## src/rtl/med_blocos_stream.sv

```systemverilog
// Streaming FATOR x FATOR block downscaler (rounded mean or top-left decimation).
// Keeps one accumulator row; valid/ready handshake on both sides; 1 pixel/clk at full rate.
module med_blocos_stream #(
    parameter int DATA_W     = 8,
    parameter int IMG_W      = 160,
    parameter int IMG_H      = 120,
    parameter int LOG2_FATOR = 2
) (
    input  logic              clk,
    input  logic              rst_n,
    input  logic              modo,
    input  logic [DATA_W-1:0] in_data,
    input  logic              in_sof,
    input  logic              in_valid,
    output logic              in_ready,
    output logic [DATA_W-1:0] out_data,
    output logic              out_sof,
    output logic              out_eol,
    output logic              out_valid,
    input  logic              out_ready,
    output logic              frame_done
);
    localparam int L     = LOG2_FATOR;
    localparam int FATOR = 1 << L;
    localparam int OUT_W = IMG_W / FATOR;
    localparam int ACC_W = DATA_W + 2 * L;
    localparam int CW    = (IMG_W > 1) ? $clog2(IMG_W) : 1;
    localparam int RW    = (IMG_H > 1) ? $clog2(IMG_H) : 1;
    localparam int BXW   = (OUT_W > 1) ? $clog2(OUT_W) : 1;
    localparam int RND   = (1 << (2 * L)) >> 1;

    localparam logic [CW-1:0] COL_LAST = CW'(IMG_W - 1);
    localparam logic [CW-1:0] COL_MASK = CW'(FATOR - 1);
    localparam logic [RW-1:0] ROW_LAST = RW'(IMG_H - 1);
    localparam logic [RW-1:0] ROW_MASK = RW'(FATOR - 1);

    logic [CW-1:0]     col_q, col_d, col_s;
    logic [RW-1:0]     row_q, row_d, row_s;
    logic              mode_q, mode_d, mode_s;
    logic [DATA_W-1:0] out_data_q, out_data_d;
    logic              out_valid_q, out_valid_d;
    logic              out_sof_q, out_sof_d;
    logic              out_eol_q, out_eol_d;
    logic              out_last_q, out_last_d;
    logic              frame_done_q, frame_done_d;

    logic [ACC_W-1:0]  acc_mem [OUT_W];
    logic [ACC_W-1:0]  acc_rd_s, acc_wdata_s;
    logic              acc_we_s;
    logic [BXW-1:0]    bx_s;
    logic              accept_s, first_s, emit_s;
    logic [ACC_W:0]    sum_s;
    logic [DATA_W-1:0] res_s;

    assign in_ready   = !out_valid_q || out_ready;
    assign accept_s   = in_valid && in_ready;
    assign out_data   = out_data_q;
    assign out_valid  = out_valid_q;
    assign out_sof    = out_sof_q;
    assign out_eol    = out_eol_q;
    assign frame_done = frame_done_q;

    // Effective pixel position, block role, accumulator update and block result
    always_comb begin
        col_s    = in_sof ? CW'(0) : col_q;
        row_s    = in_sof ? RW'(0) : row_q;
        bx_s     = BXW'(col_s >> L);
        first_s  = ((col_s & COL_MASK) == CW'(0)) && ((row_s & ROW_MASK) == RW'(0));
        emit_s   = ((col_s & COL_MASK) == COL_MASK) && ((row_s & ROW_MASK) == ROW_MASK);
        // A frame start (explicit or by counter wrap) picks up the new mode for its first pixel
        mode_s   = ((col_s == CW'(0)) && (row_s == RW'(0))) ? modo : mode_q;
        acc_rd_s = acc_mem[bx_s];
        acc_we_s = accept_s && (first_s || !mode_s);
        if (first_s) begin
            acc_wdata_s = ACC_W'(in_data);
        end else begin
            acc_wdata_s = acc_rd_s + ACC_W'(in_data);
        end
        sum_s = (ACC_W+1)'(acc_rd_s) + (ACC_W+1)'(in_data) + (ACC_W+1)'(RND);
        if (L == 0) begin
            res_s = in_data;
        end else if (mode_s) begin
            res_s = acc_rd_s[DATA_W-1:0];
        end else begin
            res_s = DATA_W'(sum_s >> (2 * L));
        end
    end

    // Next-state for counters, latched mode and the output register
    always_comb begin
        col_d        = col_q;
        row_d        = row_q;
        mode_d       = mode_q;
        out_valid_d  = out_valid_q && !out_ready;
        out_data_d   = out_data_q;
        out_sof_d    = out_sof_q;
        out_eol_d    = out_eol_q;
        out_last_d   = out_last_q;
        frame_done_d = out_valid_q && out_ready && out_last_q;
        if (accept_s) begin
            mode_d = mode_s;
            if (col_s == COL_LAST) begin
                col_d = CW'(0);
                row_d = (row_s == ROW_LAST) ? RW'(0) : row_s + RW'(1);
            end else begin
                col_d = col_s + CW'(1);
                row_d = row_s;
            end
            if (emit_s) begin
                out_valid_d = 1'b1;
                out_data_d  = res_s;
                out_sof_d   = (bx_s == BXW'(0)) && ((row_s >> L) == RW'(0));
                out_eol_d   = (bx_s == BXW'(OUT_W - 1));
                out_last_d  = (bx_s == BXW'(OUT_W - 1)) && (row_s == ROW_LAST);
            end else begin
                out_last_d = out_last_q;
            end
        end else begin
            mode_d = mode_q;
        end
    end

    // State registers with synchronous active-low reset
    always_ff @(posedge clk) begin
        if (!rst_n) begin
            col_q        <= CW'(0);
            row_q        <= RW'(0);
            mode_q       <= 1'b0;
            out_valid_q  <= 1'b0;
            out_data_q   <= DATA_W'(0);
            out_sof_q    <= 1'b0;
            out_eol_q    <= 1'b0;
            out_last_q   <= 1'b0;
            frame_done_q <= 1'b0;
        end else begin
            col_q        <= col_d;
            row_q        <= row_d;
            mode_q       <= mode_d;
            out_valid_q  <= out_valid_d;
            out_data_q   <= out_data_d;
            out_sof_q    <= out_sof_d;
            out_eol_q    <= out_eol_d;
            out_last_q   <= out_last_d;
            frame_done_q <= frame_done_d;
        end
    end

    // Accumulator row storage; contents need no reset
    always_ff @(posedge clk) begin
        if (acc_we_s) begin
            acc_mem[bx_s] <= acc_wdata_s;
        end
    end
endmodule
```

## config.mk

```make
export PLATFORM = sky130hd
export DESIGN_NAME = med_blocos_stream
export DESIGN_NICKNAME = d
export VERILOG_FILES = /design/src/rtl/med_blocos_stream.sv
export SDC_FILE = /design/constraint.sdc
export NUM_CORES = 1
export LEC_CHECK = 0
export ABC_AREA = 1
export BUFFER_PORTS_ARGS = -buffer_cell sky130_fd_sc_hd__buf_2
export CAP_MARGIN = 20
export CORE_AREA = 2 2 207 209
export DETAILED_ROUTE_END_ITERATION = 16
export DIE_AREA = 0 0 209 211
export MAX_ROUTING_LAYER = met4
export PLACE_DENSITY = 0.7
export SLEW_MARGIN = 20
export SYNTH_ARGS = -nofsm -noshare
export SYNTH_HDL_FRONTEND = slang
export SYNTH_SLANG_ARGS = --single-unit
```

## constraint.sdc

```tcl
create_clock -name clk -period 6.2 [get_ports clk]
set_input_delay 0.31 -clock clk [delete_from_list [all_inputs] [get_ports clk]]
set_output_delay 0.31 -clock clk [all_outputs]
set_load 0.02 [all_outputs]
```

==> results.cfg <==
[run_status]
status = completed

[synthesis]
ys_seq_area_share_pct = 72.5
yosysMostFrequentCell = edfxtp_1
synth_edf_count = 480
synth_top_area_share_pct = 69.7
synth_ff_type = edfxtp_1
ys_ff_latch = 509
netlist_top_cells_area = edfxtp_1 70%, nand2_1 4.7%, o22ai_1 3.1%
ys_types = 54
synth_area_per_cell_um2 = 13.0
ys_warn_count = 0
synth_area_um2 = 20700
synth_fp_nets = 1627
synthCells = 1589
synth_common_cells = 480 x edfxtp_1, 257 x nand2_1, 151 x nor2_1
synthArstFlopShare_pct = 0
yosysTopAreaCell = edfxtp_1

[cts]
cts_made_buffers = 52
postCtsResizedCells = 0
clkTransAtPathRegs_ns = 0.06
clockRootBuffer = clkbuf_16
cts_tree = yes
clock-sinks = 509
clock_latency_ns = 0.61
htree_levels = 2
post_cts_buffers = 0
clockBufferDepth = 3

[drt]
routedWlPerCell_um = 25.1
routed_wl_um = 56900
dr.pass1.iters = 5
drc_errors = 0
via_per_inst = 6.17
vias = 14000
drtIter0Drc = 2136
final_antenna_net_count = 0

[power_and_ir_drop]
p_switching_mw = 1.60
vdd_drop_max_uv = 258
clock_power_share_pct = 41.8
intPower_mw = 5.59
p_leak_nw = 8.21
p_sw_share_pct = 22.3
cellPowerDensity_nw_per_um2 = 305
seq_power_share_pct = 53.3
p_comb_share_pct = 4.8

[setup_path]
slowest_delay_ns = 0.57
rr_worst_depth = 23
arrival_ns = 5.84
reg2reg_slack_ns = 0.70
endpoint_kind = flip-flop
worstPathBufferInverterCount = 4
reg2reg_to = acc_mem[14][10]
path_cells = o21ai_4 -> nand2_2 -> buf_4 -> o22ai_1 -> nor3_1 -> o211ai_1 -> nand3_1 -> nand3_1 -> nand2_1 -> ha_1 -> inv_1 -> fa_1 -> inv_1 -> a31oi_1 -> or2_2 -> o211ai_1 -> nand2_1 -> o21ai_0 -> nand2_1 -> o21ai_0 -> nand2_1 -> a21oi_4 -> buf_4
cpMostUsedCell = nand2_1
startpoint = col_q[3]
crit_family = simple AND/OR/NAND/NOR gates
cp_slowest_cell = dfxtp_1
path_class = reg -> reg
worstReg2RegStart = col_q[3]
cp-start-kind = flip-flop
crit_required_ns = 6.54
cp_max_fo = 40

[timing]
fin_worst_skew_ns = 0.0237
setup_ws_ns = 0.697
finalSetupViolCount = 0
tns_ns = 0
period_share_pct = 88.8
timing.fmax_mhz = 182
slew_violations = 0
report.final.hold_viol_count = 0
rsz0062_at_grt = no
min_period_ns = 5.50
worst_slew_pin_slew_ns = 0.925
max_slew_margin_pct = 38.2

[hold_path]
hp-start = in_sof
hold_path.class = in -> reg
min_to = row_q[5]
hold_path_depth = 5

[global_routing]
overflow = 0
grt_pass1_wl_um = 85300
first_global_vias = 13400
antenna_found_initial = 1
grt_max_degree = 41
grt_util_all_layers_pct = 26.9

[final_layout]
drive_gt1_share_pct = 15.1
syn2layout_area_growth_pct = 13.9
nets = 1728

[flow_run]
cap_violations = 0

[placed_design]
io_buffer_count = 26
dp_hpwl_um = 36400
gp_congestion = 0.907
dpl_worst_slack_ns = 0.438

[die]
rows = 75
die_x_um = 209
die_y_um = 211
coreArea_um2 = 41800
boundaryPins = 27
dieArea_um2 = 44100
start_util_pct = 49.5
==> registers in the layout, indices dropped and copies added (netlist names) <==
name and count:
col_q 8, out_valid 1, acc_mem 480, out_data 8
mode_q 1, frame_done 1, out_last_q 1, row_q 7
out_eol 1, out_sof 1
==> through the flow <==
stage / util, % / std cells / total power [mW] / cell area (µm²) / hold slack, ns
3_5_place_dp: 52.4 / 2172 / 4.24 / 21900 / 0.450
2_1_floorplan: - / 1589 / 4.11 / 20700 / 0.422
6_report: 56.4 / 2270 / 7.19 / 23600 / 0.363
4_1_cts: 56.4 / 2268 / 7.20 / 23500 / 0.343
5_1_grt: 56.4 / 2270 / 7.37 / 23600 / 0.417
3_3_place_gp: 52.3 / 2171 / 4.23 / 21900 / 0.436
==> cells in the final DEF (no fill, tap or decap), types with 8 or more instances in the layout <==
| master | instances |
|---|---|
| a21oi_1 | 53 |
| buf_12 | 9 |
| buf_2 | 26 |
| buf_4 | 78 |
| clkbuf_16 | 52 |
| clkinv_1 | 11 |
| clkinv_2 | 14 |
| dfxtp_1 | 29 |
| edfxtp_1 | 480 |
| ha_1 | 20 |
| inv_1 | 79 |
| nand2_1 | 257 |
| nand3_1 | 100 |
| nand4_1 | 9 |
| nor2_1 | 143 |
| nor2_2 | 15 |
| nor3_1 | 19 |
| nor4_1 | 9 |
| o211ai_1 | 10 |
| o21ai_0 | 56 |
| o21ai_1 | 14 |
| o221ai_1 | 17 |
| o22ai_1 | 101 |
| o31ai_1 | 10 |
| or2_2 | 8 |
| xor2_1 | 8 |
==> power groups by stage <==
stage | Clock, mW | Combinational (mW) | Sequential, mW
detailed placement | 0 | 0.336 | 3.91
global placement | 0 | 0.326 | 3.91
CTS | 3.03 | 0.339 | 3.83
finish | 3.01 | 0.346 | 3.83
floorplan | 0 | 0.195 | 3.91
global route | 3.16 | 0.377 | 3.83
==> routing by layer <==
layer	share of wire [%]	vias to the layer above	global-route usage (%)
met4	3.8	0	10.5
met1	39	6853	37.0
met3	11	137	3.78
met5	0	-	-
met2	46	932	41.1
li1	-	6083	-
==> final cells by class <==
cell class | count | area (µm²)
Clock inverter | 37 | 303
Sequential cell | 509 | 15000
Tap cell | 539 | 674
Fill cell | 3283 | 18200
Timing Repair Buffer | 117 | 955
Inverter | 86 | 325
Antenna cell | 1 | 2.50
Multi-Input combinational cell | 924 | 4990
Clock buffer | 57 | 1320
==> worst register-to-register path: stages (launching register included) <==
cell and delay [ns]:
dfxtp_1 0.57, o21ai_4 0.25, nand2_2 0.43, buf_4 0.36, o22ai_1 0.12, nor3_1 0.23
o211ai_1 0.14, nand3_1 0.17, nand3_1 0.17, nand2_1 0.14, ha_1 0.20, inv_1 0.07
fa_1 0.38, inv_1 0.12, a31oi_1 0.12, or2_2 0.30, o211ai_1 0.21, nand2_1 0.10
o21ai_0 0.22, nand2_1 0.11, o21ai_0 0.16, nand2_1 0.11, a21oi_4 0.13, buf_4 0.39
==> how the worst max path moves through the flow <==
stage / endpoint / slack [ns] / cells past startpoint
4_1_cts: acc_mem[15][9] / 0.66 / 16
5_1_grt: acc_mem[14][10] / 0.39 / 23
3_5_place_dp: acc_mem[12][9] / 0.44 / 19
6_report: acc_mem[14][10] / 0.70 / 23
2_1_floorplan: acc_mem[0][8] / 0.84 / 24
3_3_place_gp: acc_mem[12][9] / 0.13 / 19
==> logic make-up (layout without fill, tap and decap cells) <==
logic type	count (synthesis)	in the layout	share of synthesized area, %
other	0	1	0
DFF	509	509	72.5
adders and majority gates	24	24	1.60
AOI/OAI and AO/OA	307	307	9.39
buffers and inverters	156	297	3.79
xor gates and xnor gates	9	9	0.381
and+or+nand+nor	584	584	12.4
==> what timing repair did <==
item                       CTS  global route
setup endpoints to repair    0             0
hold endpoints to repair     4             0
hold buffers                 2             0
Power figures use the tool's default switching activity.
